**src/rtl/regfile_wb_arbiter.sv**
```systemverilog
// Write-back arbiter for the register file's single write port: two one-entry
// holding slots, round-robin grant with same-register ordering, r0 drop, pending mask.
module regfile_wb_arbiter #(
  parameter int unsigned DATA_W = 32,
  parameter int unsigned ADDR_W = 5
) (
  input  logic                    clk,
  input  logic                    reset,
  input  logic                    req0_valid,
  input  logic [ADDR_W-1:0]       req0_addr,
  input  logic [DATA_W-1:0]       req0_data,
  output logic                    req0_ready,
  input  logic                    req1_valid,
  input  logic [ADDR_W-1:0]       req1_addr,
  input  logic [DATA_W-1:0]       req1_data,
  output logic                    req1_ready,
  output logic                    reg_write,
  output logic [ADDR_W-1:0]       Write_reg_number,
  output logic [DATA_W-1:0]       Write_Data,
  output logic                    grant_id,
  output logic                    issue_valid,
  output logic [(2**ADDR_W)-1:0]  pending_mask
);

  localparam int unsigned NREG = 2 ** ADDR_W;

  logic              r_full0, r_full1;
  logic              r_age0, r_age1;
  logic [ADDR_W-1:0] r_addr0, r_addr1;
  logic [DATA_W-1:0] r_data0, r_data1;
  logic              r_rr;

  logic              w_grant, w_win;
  logic              w_drain0, w_drain1;
  logic              w_acc0, w_acc1;
  logic              w_nfull0, w_nfull1;
  logic              w_nage0, w_nage1;
  logic [ADDR_W-1:0] w_win_addr;
  logic [DATA_W-1:0] w_win_data;
  logic [NREG-1:0]   w_dec0, w_dec1;

  // Grant from registered slot state; the older slot wins a same-register collision.
  always_comb begin
    w_grant = 1'b0;
    w_win   = 1'b0;
    if (r_full0 && r_full1) begin
      w_grant = 1'b1;
      w_win   = (r_addr0 == r_addr1) ? ~r_age0 : r_rr;
    end else if (r_full0) begin
      w_grant = 1'b1;
      w_win   = 1'b0;
    end else if (r_full1) begin
      w_grant = 1'b1;
      w_win   = 1'b1;
    end
  end

  assign w_drain0   = w_grant & ~w_win;
  assign w_drain1   = w_grant &  w_win;
  assign req0_ready = ~r_full0 | w_drain0;
  assign req1_ready = ~r_full1 | w_drain1;
  assign w_acc0     = req0_valid & req0_ready;
  assign w_acc1     = req1_valid & req1_ready;
  assign w_nfull0   = w_acc0 | (r_full0 & ~w_drain0);
  assign w_nfull1   = w_acc1 | (r_full1 & ~w_drain1);
  assign w_win_addr = w_win ? r_addr1 : r_addr0;
  assign w_win_data = w_win ? r_data1 : r_data0;

  // Age tracking: with both loaded together, req0 counts as older.
  always_comb begin
    w_nage0 = w_nfull0;
    w_nage1 = w_nfull1;
    if (w_nfull0 && w_nfull1) begin
      if (w_acc0 && w_acc1) begin
        w_nage0 = 1'b1;
        w_nage1 = 1'b0;
      end else if (w_acc0) begin
        w_nage0 = 1'b0;
        w_nage1 = 1'b1;
      end else if (w_acc1) begin
        w_nage0 = 1'b1;
        w_nage1 = 1'b0;
      end else begin
        w_nage0 = r_age0;
        w_nage1 = r_age1;
      end
    end
  end

  assign w_dec0       = r_full0 ? (NREG'(1) << r_addr0) : '0;
  assign w_dec1       = r_full1 ? (NREG'(1) << r_addr1) : '0;
  assign pending_mask = (w_dec0 | w_dec1) & ~NREG'(1);

  always_ff @(posedge clk or negedge reset) begin
    if (!reset) begin
      r_full0          <= 1'b0;
      r_full1          <= 1'b0;
      r_age0           <= 1'b0;
      r_age1           <= 1'b0;
      r_addr0          <= '0;
      r_addr1          <= '0;
      r_data0          <= '0;
      r_data1          <= '0;
      r_rr             <= 1'b0;
      reg_write        <= 1'b0;
      Write_reg_number <= '0;
      Write_Data       <= '0;
      grant_id         <= 1'b0;
      issue_valid      <= 1'b0;
    end else begin
      r_full0 <= w_nfull0;
      r_full1 <= w_nfull1;
      r_age0  <= w_nage0;
      r_age1  <= w_nage1;
      if (w_acc0) begin
        r_addr0 <= req0_addr;
        r_data0 <= req0_data;
      end
      if (w_acc1) begin
        r_addr1 <= req1_addr;
        r_data1 <= req1_data;
      end
      issue_valid <= w_grant;
      reg_write   <= w_grant && (w_win_addr != '0);
      if (w_grant) begin
        grant_id         <= w_win;
        Write_reg_number <= w_win_addr;
        Write_Data       <= w_win_data;
        r_rr             <= ~w_win;
      end
    end
  end

endmodule

```
**config.mk**
```make
export PLATFORM = sky130hd
export DESIGN_NAME = regfile_wb_arbiter
export DESIGN_NICKNAME = d
export VERILOG_FILES = /design/src/rtl/regfile_wb_arbiter.sv
export SDC_FILE = /design/constraint.sdc
export NUM_CORES = 1
export LEC_CHECK = 0
export BUFFER_PORTS_ARGS = -buffer_cell sky130_fd_sc_hd__buf_2
export CAP_MARGIN = 10
export CORE_MARGIN = 2
export CORE_UTILIZATION = 47
export DETAILED_ROUTE_END_ITERATION = 10
export PLACE_DENSITY = 0.76
export SYNTH_ARGS = -nofsm -noshare
export SYNTH_HDL_FRONTEND = slang
export SYNTH_SLANG_ARGS = --single-unit
```
**constraint.sdc**
```tcl
create_clock -name clk -period 2 [get_ports clk]
set_input_delay 0.4 -clock clk [delete_from_list [all_inputs] [get_ports clk]]
set_output_delay 0.4 -clock clk [all_outputs]
set_load 0.005 [all_outputs]
```
# Word level (Yosys, flattened, before mapping)
# Index checks and enable logic that the tools add are counted.
dict set report word_totals {
  inputBits 78
  elab_cells 53
  reg_bits 118
  output_inout_bits 74
}
dict set report classes {
  bitwise 17
  n_eq_ne 2
  n_mux 14
  shift 2
  n_reduce_logical 5
}
# cell n
set ops {}
lappend ops {{32-bit 2-to-1 mux} 3}
lappend ops {{1-bit by 5-bit << shifter with 32-bit output (first input constant)} 2}
lappend ops {{32-bit OR} 1}
lappend ops {{1-bit 2-to-1 mux} 10}
lappend ops {{1-bit AND} 6}
lappend ops {{1-bit inverter} 6}
lappend ops {{5-bit equality test} 1}
lappend ops {{5-bit 2-to-1 mux} 1}
lappend ops {{5-bit nonzero test} 1}
lappend ops {{1-bit logical AND} 4}
lappend ops {{4-bit by 3-bit inequality test with 1-bit output (second input constant)} 1}
lappend ops {{1-bit OR} 4}

# Longest topological paths before layout
# Gate-level depths: netlist of run 1.
dict set report logic_depth {
  ltp_word 10
  depth_mapped 8
  ltp_nobuf 5
}

# Least setup slack after synthesis of run 1
# Ideal clock, no wire load.
dict set report synth_timing {
  path_kind {reg2reg}
  from {reg r_addr0[4]}
  to {reg r_addr1[0]}
  t_arrival_ns 2.058
  t_required_ns 1.875
  n_path_buf 3
  path_slack_ns -0.183
  period_less_slack_ns 2.183
  setup_ns 0.125
  stages_incl_launch_ff 9
  cell_sequence {dfrtp_1 > buf_2 > xnor2_1 > and3_1 > buf_6 > nand3b_1 > a41oi_4 > buf_6 > mux2_2}
}
dict set report synth_via {
  elab_chain_cells 6
}
# element line_no
set synth_rtl {}
lappend synth_rtl {{start, declared} 29} ;# logic [ADDR_W-1:0] r_addr0, r_addr1;
lappend synth_rtl {{start signal, assigned} 116} ;# r_addr0 <= req0_addr;
lappend synth_rtl {{5-bit equality test} 48} ;# w_win = (r_addr0 == r_addr1) ? ~r_age0 : r_rr;
lappend synth_rtl {{1-bit 2-to-1 mux} 48}
lappend synth_rtl {{1-bit 2-to-1 mux} 46} ;# if (r_full0 && r_full1) begin
lappend synth_rtl {{1-bit AND} 59} ;# assign w_drain1 = w_grant & w_win;
lappend synth_rtl {{1-bit OR} 61} ;# assign req1_ready = ~r_full1 | w_drain1;
lappend synth_rtl {{1-bit AND} 63} ;# assign w_acc1 = req1_valid & req1_ready;
lappend synth_rtl {{end signal, assigned} 120} ;# r_addr1 <= req1_addr;
lappend synth_rtl {{end, declared} 29}
# No other way between the ends.
# A chain may end at the register's enable or synchronous reset.

# Worst setup path in the final report of run 1
dict set report layout_timing {
  from {reg r_addr0[0]}
  to {out req0_ready}
}
dict set report layout_via {
  elab_chain_cells 6
}
# element line_no
set layout_rtl {}
lappend layout_rtl {{5-bit equality test} 48}
lappend layout_rtl {{1-bit 2-to-1 mux} 48}
lappend layout_rtl {{1-bit 2-to-1 mux} 46}
lappend layout_rtl {{1-bit inverter} 58} ;# assign w_drain0 = w_grant & ~w_win;
lappend layout_rtl {{1-bit AND} 58}
lappend layout_rtl {{1-bit OR} 60} ;# assign req0_ready = ~r_full0 | w_drain0;
lappend layout_rtl {{end, declared} 12} ;# output logic req0_ready,
# No other way between the ends.

==> results of run 1 <==
power by group:
part           internal (mW)  switching [mW]  leakage [nW]
registers               3.47           0.862          1.38
logic                   4.47            3.79          2.65
clock network           2.20            1.12         0.294
cell families (layout without fill, tap and decap cells):
family                    count (synthesis)  in the layout
AOI/OAI and AO/OA                        85             85
muxes                                   110            110
other                                     1              2
xor gates and xnor gates                  5              5
buffers and inverters                    36            282
and+or+nand+nor                          86             86
DFF                                     118            118
stage by stage:
step	power, mW	hold WS [ps]	instance area, sq um	setup TNS [ps]	std cells
after detailed placement	8.576	384.2	6529	-4280	742
after global routing	16.54	203.3	8929	-32770	831
final	15.91	213.8	8929	-25720	831
after CTS	14.53	208.1	8532	-16730	828
after floorplan	6.738	104.4	5408	-7084	441
after global placement	8.352	383.3	6529	-52.08	742
critical path, stage by stage, from the launching register on:
cell      delay, ps
dfrtp_1         410
xnor2_2         240
and3_4          250
nand3b_1        140
buf_6           160
nand2_2          70
nand3_2          70
buf_2           150
cell type report:
type	instances	area, sq um	area share
diodes	1	2.502	0.0002803
clock buffers	18	429.2	0.04807
clock inverters	13	206.4	0.02312
inverters	3	11.26	0.001261
multi-input cells	287	3144	0.3522
flip-flops and latches	118	2955	0.3310
well taps	143	178.9	0.02004
repair buffers	248	2001	0.2241
routing by layer:
| layer | global-route usage | vias to the layer above | share of wire |
|---|---|---|---|
| met5 | 0 | - | 0 |
| met4 | 0.1267 | 0 | 0.026 |
| met3 | 0.07600 | 53 | 0.062 |
| met2 | 0.5354 | 214 | 0.52 |
| met1 | 0.3744 | 2450 | 0.39 |
| li1 | - | 2068 | - |
how the worst max path moves through the flow:
stage	to	slack (ps)	cells past startpoint
after floorplan	r_addr1[0]$_DFFE_PN0P_	-140	8
after global placement	Write_Data[3]$_DFFE_PN0N_	-20	7
after detailed placement	r_data0[30]$_DFFE_PN0P_	-90	6
after CTS	req1_ready	-320	7
after global routing	req0_ready	-390	7
final	req0_ready	-310	7
registers in the layout, summed over array words and instances (netlist names):
register and cells:
r_data0 32, r_full1 1, Write_reg_number 5, r_addr0 5
r_age0 1, Write_Data 32, issue_valid 1, grant_id 1
reg_write 1, r_addr1 5, r_rr 1, r_data1 32
r_full0 1
synthesized netlist by cell type, drive strengths merged:
| cell type | n | area, sq um |
|---|---|---|
| a21bo | 1 | 10.01 |
| xnor2 | 3 | 26.28 |
| o21ai | 34 | 170.2 |
| o21bai | 1 | 7.510 |
| a31oi | 2 | 12.51 |
| and3 | 1 | 6.260 |
| mux2i | 36 | 360.4 |
| dfrtp | 118 | 2953 |
| a221o | 4 | 40.04 |
| o221ai | 1 | 8.760 |
| clkbuf | 18 | 67.56 |
| nand2 | 41 | 153.9 |
| o41ai | 1 | 8.760 |
| a311o | 1 | 10.01 |
| or3b | 2 | 17.52 |
| nand2b | 2 | 12.51 |
| a2111oi | 1 | 27.53 |
| a21boi | 1 | 7.510 |
| or2 | 6 | 37.54 |
| nand3b | 9 | 67.56 |
| a211oi | 1 | 20.02 |
| a22oi | 1 | 7.510 |
| nor3 | 1 | 5.000 |
| conb | 1 | 3.750 |
| nor4 | 2 | 12.51 |
| xor2 | 2 | 17.52 |
| or3 | 3 | 18.77 |
| nor2 | 11 | 41.29 |
| nand3 | 7 | 35.03 |
| inv | 3 | 11.26 |
| a21oi | 2 | 10.01 |
| a21o | 1 | 7.510 |
| a41oi | 1 | 27.53 |
| o22ai | 31 | 193.9 |
| mux2 | 74 | 833.3 |
| and2 | 1 | 6.260 |
| o21ba | 1 | 10.01 |
| buf | 15 | 106.4 |
repair_timing:
action / in CTS / in global routing
endpoints found under the setup margin: 124 / 147
gates resized for setup: 192 / 121
pin swaps: 28 / 61
hold endpoints to repair: 30 / 0
hold buffers: 1 / 0
setup buffers: 45 / 18
gates cloned: 12 / 2
==> out/metrics.cfg, run 1 <==
[status]
status = finished, violations left
failed_checks = negative setup slack

[setup_path]
start_kind = register
rrSetupSlack_ps = -270
worst_setup_path_end_kind = output pin
worstPathRequired_ps = 1600
worst_r2r_startpoint = r_addr0[0]$_DFFE_PN0P_
cp_max_fo = 3
r2r_cells = 11
cp.arrival_ps = 1910
crit_start = r_addr0[0]$_DFFE_PN0P_
critPathKind = register to output pin
r2r-end = Write_Data[15]$_DFFE_PN0N_

[floorplanning]
num_rows = 39
chipWidth_um = 110.9
io_pins = 152
dieHeight_um = 110.9
coreArea_sq_um = 11270
initial_core_util = 0.4766
dieArea_sq_um = 12300

[synth]
netlist_area_sq_um = 5373
syn_inst = 441
synth_xor_area_frac = 0.008151
synth_compound_area_frac = 0.1078
ys_seq_area_frac = 0.5496
synthMuxAreaShare = 0.2222
synth-simple-area-share = 0.07708
ys_ff_latch = 118
synth_top_family_by_area = multiplexers
syn-mean-instance-area_sq_um = 12.18
ys_warn_count = 0
yosys.area_share.adder = 0
ys_types = 43
synth_nets = 519

[timing]
period_minus_slack_ps = 2308
finalClockSkew_ps = 12.99
final-setup-viol-count = 143
fmax_ghz = 0.4333
finalHoldViolations = 0
worst_pin_slew_ps = 488.9
finalCritPeriodShare = 1.154
rsz0062_at_grt = true
setup_ws_ps = -308.0
max_slew_margin = 0.6698
drv_slew = 0

[placement]
port_buffers = 150
pre_cts_ws_ps = -89.05
gp_congestion = 0.9589
dpl.hpwl_um = 9804

[drt]
routed_wl_um = 19660
dr.pass1.iters = 5
avgViaCountPerCell = 5.758
wire_per_inst_um = 23.66
drc = 0
dr.first_iter.drc_count = 368
dr_total_vias = 4785
ant_nets = 0

[cts]
cts_tree = yes
numCtsBuffers = 17
insertion_delay_ps = 420
clock-sinks = 118
clockBufferDepth = 2
htree_levels = 4
cts_root_buffer = clkbuf_16
clkTransAtPathRegs_ps = 60

[global_routing]
antenna_found_initial = 1
grt_pass1_wl_um = 29200
grt_pass1_vias = 5141
track_usage = 0.3105
grt_max_degree = 57
overflow = 0

[hold_path]
hp-class = primary input to register
min_to = r_data0[28]$_DFFE_PN0P_
holdPathStages = 2
hp-start = req0_data[28]

[layout]
final_cell_mix = 148 x buf_2, 116 x dfrtp_1, 74 x mux2_4
final_util = 0.7921
nFillCells = 630
area_delta_synth_final_pct = 66.19
drive_gt1_frac = 0.6812
final_common_cell = buf_2
final_nets = 753

[power]
p_leak_nw = 4.332
power_density_nw_per_um2 = 1782
ir_drop_v = 0.001104

[job]
drv_cap = 0

(Power assumes the default switching activity.)
==> run 2, diff against run 1 <==
--- a/config.mk
+++ b/config.mk
@@ -9,6 +9,7 @@
 export CAP_MARGIN = 10
 export CORE_MARGIN = 2
 export CORE_UTILIZATION = 47
+export CTS_BUF_LIST = sky130_fd_sc_hd__clkbuf_8 sky130_fd_sc_hd__clkbuf_16
 export DETAILED_ROUTE_END_ITERATION = 10
 export PLACE_DENSITY = 0.76
 export SYNTH_ARGS = -nofsm -noshare
==> run 2 against run 1 <==
Compared with the run above: the run still ends with negative setup slack left; sequential cell count did not move; non-clock buffer count up 1; power about the same; critical path type unchanged; largest power group unchanged.
==> out/metrics.cfg, run 2 (synthesized netlist as in run 1, its figures left out) <==
[timing]
finalCritPeriodShare = 1.162  ; +0.007599
setup_ws_ps = -323.2  ; -15.20 ps
finalHoldViolations = 0  ; unchanged
period_minus_slack_ps = 2323  ; +15.20 ps
drv_slew = 0  ; unchanged
tns_ps = -27480  ; -1757 ps
final-setup-viol-count = 146  ; +2.1%
finalClockSkew_ps = 8.976  ; -4.010 ps
rsz0062_at_grt = true
fmax_ghz = 0.4304  ; -0.65%

[power]
switching_share = 0.3605  ; -0.002564
clkPwrFrac = 0.208  ; about the same
power_density_nw_per_um2 = 1777  ; -0.27%
p_sw_mw = 5.739  ; -0.67%
seq_power_share = 0.271  ; about the same
p_comb_frac = 0.521  ; +0.002
power.internal_mw = 10.18  ; +0.44%
ir_drop_v = 0.001108  ; +0.42%
p_leak_nw = 4.331  ; about the same

[placement]
dpl.hpwl_um = 9804  ; unchanged
dp_cells = 742  ; unchanged
gp_congestion = 0.9589  ; unchanged
port_buffers = 150  ; unchanged

[hold_path]
min_to = r_data0[13]$_DFFE_PN0P_
holdPathStages = 2  ; unchanged
hp-class = primary input to register
hp-start = req0_data[13]

[cts]
insertion_delay_ps = 410  ; about the same
cts_root_buffer = clkbuf_16
numCtsBuffers = 17  ; unchanged
clkTransAtPathRegs_ps = 60  ; about the same
clockBufferDepth = 2  ; unchanged
cts_tree = yes
htree_levels = 4  ; unchanged
clock-sinks = 118  ; unchanged

[drt]
drc = 0  ; unchanged
routed_wl_um = 19650  ; about the same
dr.first_iter.drc_count = 394  ; +7.1%
wire_per_inst_um = 23.64  ; about the same
avgViaCountPerCell = 5.813  ; +0.96%
dr_total_vias = 4831  ; +0.96%
dr.pass1.iters = 5  ; unchanged
ant_nets = 0  ; unchanged

[setup_path]
r2r-end = r_data0[12]$_DFFE_PN0P_
worst_r2r_startpoint = r_addr0[0]$_DFFE_PN0P_
r2r_cells = 9  ; -2
cpMostUsedCell = buf_6
worst-path-buf-inv = 2  ; unchanged
rrSetupSlack_ps = -270  ; about the same
cp_max_fo = 3  ; unchanged
crit_path_top_delay_cell = dfrtp_1
start_kind = register
path_delay_family = simple AND/OR/NAND/NOR gates
cp_cell_sequence = xnor2_2, and3_4, nand3b_1, buf_6, and2_4, nand3_2, buf_6
cp.arrival_ps = 1920  ; about the same
critPathKind = register to output pin
max_stage_delay_ps = 410  ; about the same
worst_setup_path_end_kind = output pin
worstPathRequired_ps = 1600  ; about the same

[layout]
seq_area_sq_um = 2957  ; about the same
nFillCells = 606  ; -3.8%
final_common_cell = buf_2
area_delta_synth_final_pct = 66.70
final_util = 0.7945  ; +0.002442
top_regs = Write_Data x32, r_data0 x32, r_data1 x32
multi_input_area_sq_um = 3131  ; -0.44%
final_nets = 754  ; +0.13%
antenna_cells = 0  ; -1
final_cell_mix = 148 x buf_2, 115 x dfrtp_1, 74 x mux2_4
layoutNonFillerInstCount = 831  ; unchanged
drive_gt1_frac = 0.6919  ; +0.01064

[floorplanning]
initial_core_util = 0.4766  ; unchanged
coreArea_sq_um = 11270  ; unchanged
chipWidth_um = 110.9  ; unchanged
num_rows = 39  ; unchanged
dieArea_sq_um = 12300  ; unchanged
io_pins = 152  ; unchanged
dieHeight_um = 110.9  ; unchanged

[global_routing]
grt_pass1_wl_um = 28750  ; -1.6%
grt_max_degree = 57  ; unchanged
grt_pass1_vias = 5078  ; -1.2%
track_usage = 0.3040  ; -0.006482
overflow = 0  ; unchanged
antenna_found_initial = 0  ; -1

[job]
drv_cap = 0  ; unchanged

[status]
failed_checks = negative setup slack
status = finished, violations left

## run 2: cell count changes in the layout (fill, tap and decap cells not counted), moves of 3 or more
cell | previous run | this run
buf_6 | 29 | 33
nand2_1 | 17 | 14
buf_4 | 40 | 36
nand2_2 | 8 | 15
clkbuf_16 | 19 | 22
nand2_4 | 16 | 12
## run 2: cell type report
cell class	instances	area share
well taps	143	0.01998
multi-input cells	287	0.3495
repair buffers	249	0.2281
clock buffers	17	0.04750
clock inverters	14	0.02347
flip-flops and latches	118	0.3301
inverters	3	0.001257
## run 2: routing by layer
metal  track usage  up-vias  wire [um]
li1              -     2065          -
met1        0.3775     2450       7653
met2        0.5145      267      10190
met3       0.07326       49       1300
met4        0.1200        0        504
met5             0        -          0
## run 2: power groups by stage
stage,clock (mW),sequential [mW],combinational [mW]
after detailed placement,0,4.11,4.46
after CTS,3.30,4.14,6.94
after global placement,0,4.05,4.30
after floorplan,0,3.97,2.77
final,3.31,4.31,8.30
after global routing,3.45,4.41,8.71
## run 2: how the worst max path moves through the flow
| stage | startpoint | to | depth (start not counted) |
|---|---|---|---|
| floorplan | r_addr1[3]$_DFFE_PN0P_ | r_addr1[0]$_DFFE_PN0P_ | 8 |
| global placement | r_addr0[2]$_DFFE_PN0P_ | Write_Data[3]$_DFFE_PN0N_ | 7 |
| detailed placement | r_addr0[0]$_DFFE_PN0P_ | r_data0[30]$_DFFE_PN0P_ | 6 |
| CTS | r_addr1[0]$_DFFE_PN0P_ | req1_ready | 7 |
| global route | r_addr0[0]$_DFFE_PN0P_ | req1_ready | 7 |
| finish | r_addr0[0]$_DFFE_PN0P_ | req1_ready | 7 |
## run 2: metrics by stage
| step | power (mW) | hold WS [ps] | setup WS [ps] | cell area (sq um) |
|---|---|---|---|---|
| 2_1_floorplan | 6.738 | 104.4 | -140.7 | 5408 |
| 3_3_place_gp | 8.352 | 383.3 | -16.11 | 6529 |
| 3_5_place_dp | 8.576 | 384.2 | -89.05 | 6529 |
| 4_1_cts | 14.38 | 208.1 | -323.6 | 8484 |
| 5_1_grt | 16.57 | 210.7 | -381.1 | 8956 |
| 6_report | 15.92 | 219.4 | -323.2 | 8956 |
## run 2: what timing repair did
action | in CTS | in global routing
gates resized for setup | 191 | 124
hold buffers | 1 | 0
hold endpoints to repair | 30 | 0
pin swaps | 28 | 61
cloned | 11 | 6
setup buffers | 44 | 14
setup endpoints to repair | 124 | 147
==> run 3, diff against run 2 <==
--- a/config.mk
+++ b/config.mk
@@ -7,7 +7,6 @@
 export LEC_CHECK = 0
 export BUFFER_PORTS_ARGS = -buffer_cell sky130_fd_sc_hd__buf_2
 export CAP_MARGIN = 10
-export CORE_MARGIN = 2
 export CORE_UTILIZATION = 47
 export CTS_BUF_LIST = sky130_fd_sc_hd__clkbuf_8 sky130_fd_sc_hd__clkbuf_16
 export DETAILED_ROUTE_END_ITERATION = 10
==> run 3 against run 2 <==
Compared with the run above: the flow still finishes with violations (negative setup slack); register-to-register slack got worse by 20 ps; sequential cell count is the same; die area down 3.6%; sequential power is essentially flat; clock-buffer cell count increased by 2; largest power group unchanged.
==> out/metrics.cfg, run 3 (synthesized netlist as in run 1, its figures left out) <==
[timing]
timing.hold.ws_ps = 213.6  ; -5.803 ps
drv_slew = 0  ; unchanged
finalCritPeriodShare = 1.161  ; about the same
rsz0062_at_grt = true
finalClockSkew_ps = 6.377  ; -2.599 ps
finalHoldViolations = 0  ; unchanged
setup_ws_ps = -321.7  ; +1.514 ps
fmax_ghz = 0.4307  ; about the same
final-setup-viol-count = 146  ; unchanged
period_minus_slack_ps = 2322  ; -1.514 ps

[global_routing]
grt_pass1_vias = 4593  ; -9.6%
overflow = 0  ; unchanged
grt_pass1_wl_um = 23960  ; -17%
antenna_found_initial = 1  ; +1
track_usage = 0.2709  ; -0.03311
grt_max_degree = 51  ; -11%

[power]
seq_power_share = 0.281  ; +0.010
p_leak_nw = 4.295  ; -0.84%
p_comb_frac = 0.503  ; -0.018
power_density_nw_per_um2 = 1767  ; -0.55%
p_sw_mw = 5.515  ; -3.9%
p_total_mw = 15.46  ; -2.9%
ir_drop_v = 0.0009770  ; -12%
clkPwrFrac = 0.217  ; +0.009
power.internal_mw = 9.941  ; -2.3%
switching_share = 0.3568  ; -0.003731

[floorplanning]
dieHeight_um = 108.9  ; -1.8%
num_rows = 38  ; -2.6%
coreArea_sq_um = 10980  ; -2.6%
dieArea_sq_um = 11860  ; -3.6%
chipWidth_um = 108.9  ; -1.8%
initial_core_util = 0.4892  ; +0.01254
io_pins = 152  ; unchanged

[drt]
wire_per_inst_um = 23.28  ; -1.5%
avgViaCountPerCell = 5.844  ; +0.53%
ant_nets = 0  ; unchanged
dr_total_vias = 4845  ; +0.29%
routed_wl_um = 19300  ; -1.8%
drc = 0  ; unchanged
dr.pass1.iters = 6  ; +1
dr.first_iter.drc_count = 325  ; -18%

[hold_path]
hp-start = req1_data[27]
min_to = r_data1[27]$_DFFE_PN0P_
hp-class = primary input to register
holdPathStages = 2  ; unchanged

[placement]
gp_congestion = 0.8984  ; -6.3%
port_buffers = 150  ; unchanged
placedInstanceArea_sq_um = 6502  ; -0.40%
dpl.hpwl_um = 9601  ; -2.1%

[setup_path]
max_stage_delay_ps = 420  ; about the same
cp_max_fo = 3  ; unchanged
worst_r2r_startpoint = r_addr1[1]$_DFFE_PN0P_
r2r_cells = 9  ; unchanged
rrSetupSlack_ps = -290  ; -20 ps
cp_cell_sequence = xor2_2, nor2_4, a21bo_4, buf_6, and2_4, nand3_2, buf_2
r2r-end = r_data1[2]$_DFFE_PN0P_
crit_path_top_delay_cell = dfrtp_1
cp.arrival_ps = 1920  ; about the same
worst-path-buf-inv = 2  ; unchanged
worstPathRequired_ps = 1600  ; about the same
start_kind = register
critPathKind = register to output pin
worst_setup_path_end_kind = output pin
path_delay_family = flip-flops

[layout]
final_common_cell = buf_2
final_nets = 754  ; unchanged
antenna_cells = 0  ; unchanged
multi_input_area_sq_um = 3024  ; -3.4%
top_regs = Write_Data x32, r_data0 x32, r_data1 x32
seq_area_sq_um = 2954  ; about the same
nFillCells = 596  ; -1.7%
design_area_sq_um = 8745  ; -2.4%
drive_gt1_frac = 0.6575  ; -0.03439
final_cell_mix = 149 x buf_2, 117 x dfrtp_1, 74 x mux2_4
area_delta_synth_final_pct = 62.76

[cts]
insertion_delay_ps = 420  ; about the same
cts_root_buffer = clkbuf_16
htree_levels = 4  ; unchanged
clkTransAtPathRegs_ps = 60  ; about the same
clockBufferDepth = 2  ; unchanged
clock-sinks = 118  ; unchanged
cts_tree = yes
numCtsBuffers = 17  ; unchanged

[job]
drv_cap = 0  ; unchanged

[status]
status = finished, violations left
failed_checks = negative setup slack

[run 3: changes by cell type in the layout (fill, tap and decap cells not counted), sizes merged]
cell      delta
clkinvlp     -4
clkbuf       +4
buf          -2
inv          +3
[run 3: what timing repair did]
| item | in CTS | in global routing |
|---|---|---|
| resized for setup | 89 | 189 |
| pin swaps | 28 | 51 |
| setup buffers | 29 | 17 |
| gates cloned | 3 | 14 |
| endpoints found under the setup margin | 94 | 134 |
| hold endpoints to repair | 34 | 0 |
| hold buffers | 1 | 0 |
[run 3: final cells by class]
class | count | share of cell area
clock buffers | 19 | 0.05180
clock inverters | 13 | 0.02146
inverters | 3 | 0.001288
multi-input cells | 287 | 0.3458
flip-flops and latches | 118 | 0.3378
well taps | 140 | 0.02003
repair buffers | 249 | 0.2218
[run 3: power groups by stage]
stage               Sequential, mW  Combinational [mW]  Clock (mW)
floorplan                     3.97                2.77           0
global placement              4.04                4.22           0
detailed placement            4.10                4.40           0
CTS                           4.12                5.38        3.30
global route                  4.42                8.13        3.47
finish                        4.34                7.77        3.35
[run 3: layer usage]
| metal | share of wire | global-route usage | vias up |
|---|---|---|---|
| met2 | 0.51 | 0.4452 | 254 |
| met5 | 0 | 0 | - |
| met4 | 0.022 | 0.09170 | 0 |
| met3 | 0.068 | 0.08368 | 42 |
| met1 | 0.40 | 0.3386 | 2490 |
| li1 | - | - | 2059 |
[run 3: metrics by stage]
| stage | std cells | setup slack, ps | util | setup TNS (ps) |
|---|---|---|---|---|
| detailed placement | 736 | -32.12 | 0.5920 | -506.8 |
| floorplan | 441 | -140.7 | - | -7084 |
| CTS | 801 | -245.3 | 0.7150 | -9215 |
| global route | 829 | -378.1 | 0.7962 | -32310 |
| global placement | 736 | -5.433 | 0.5920 | -5.433 |
| finish | 829 | -321.7 | 0.7962 | -26990 |
[run 3: worst max-delay path by stage]
stage / startpoint / end / slack [ps] / depth (start not counted)
floorplan: r_addr1[3]$_DFFE_PN0P_ / r_addr1[0]$_DFFE_PN0P_ / -140 / 8
global placement: r_addr0[0]$_DFFE_PN0P_ / r_addr0[3]$_DFFE_PN0P_ / -5 / 6
detailed placement: r_addr0[1]$_DFFE_PN0P_ / r_data0[6]$_DFFE_PN0P_ / -30 / 6
CTS: r_addr0[4]$_DFFE_PN0P_ / pending_mask[2] / -250 / 5
global route: r_addr1[1]$_DFFE_PN0P_ / req1_ready / -380 / 7
finish: r_addr1[1]$_DFFE_PN0P_ / req1_ready / -320 / 7
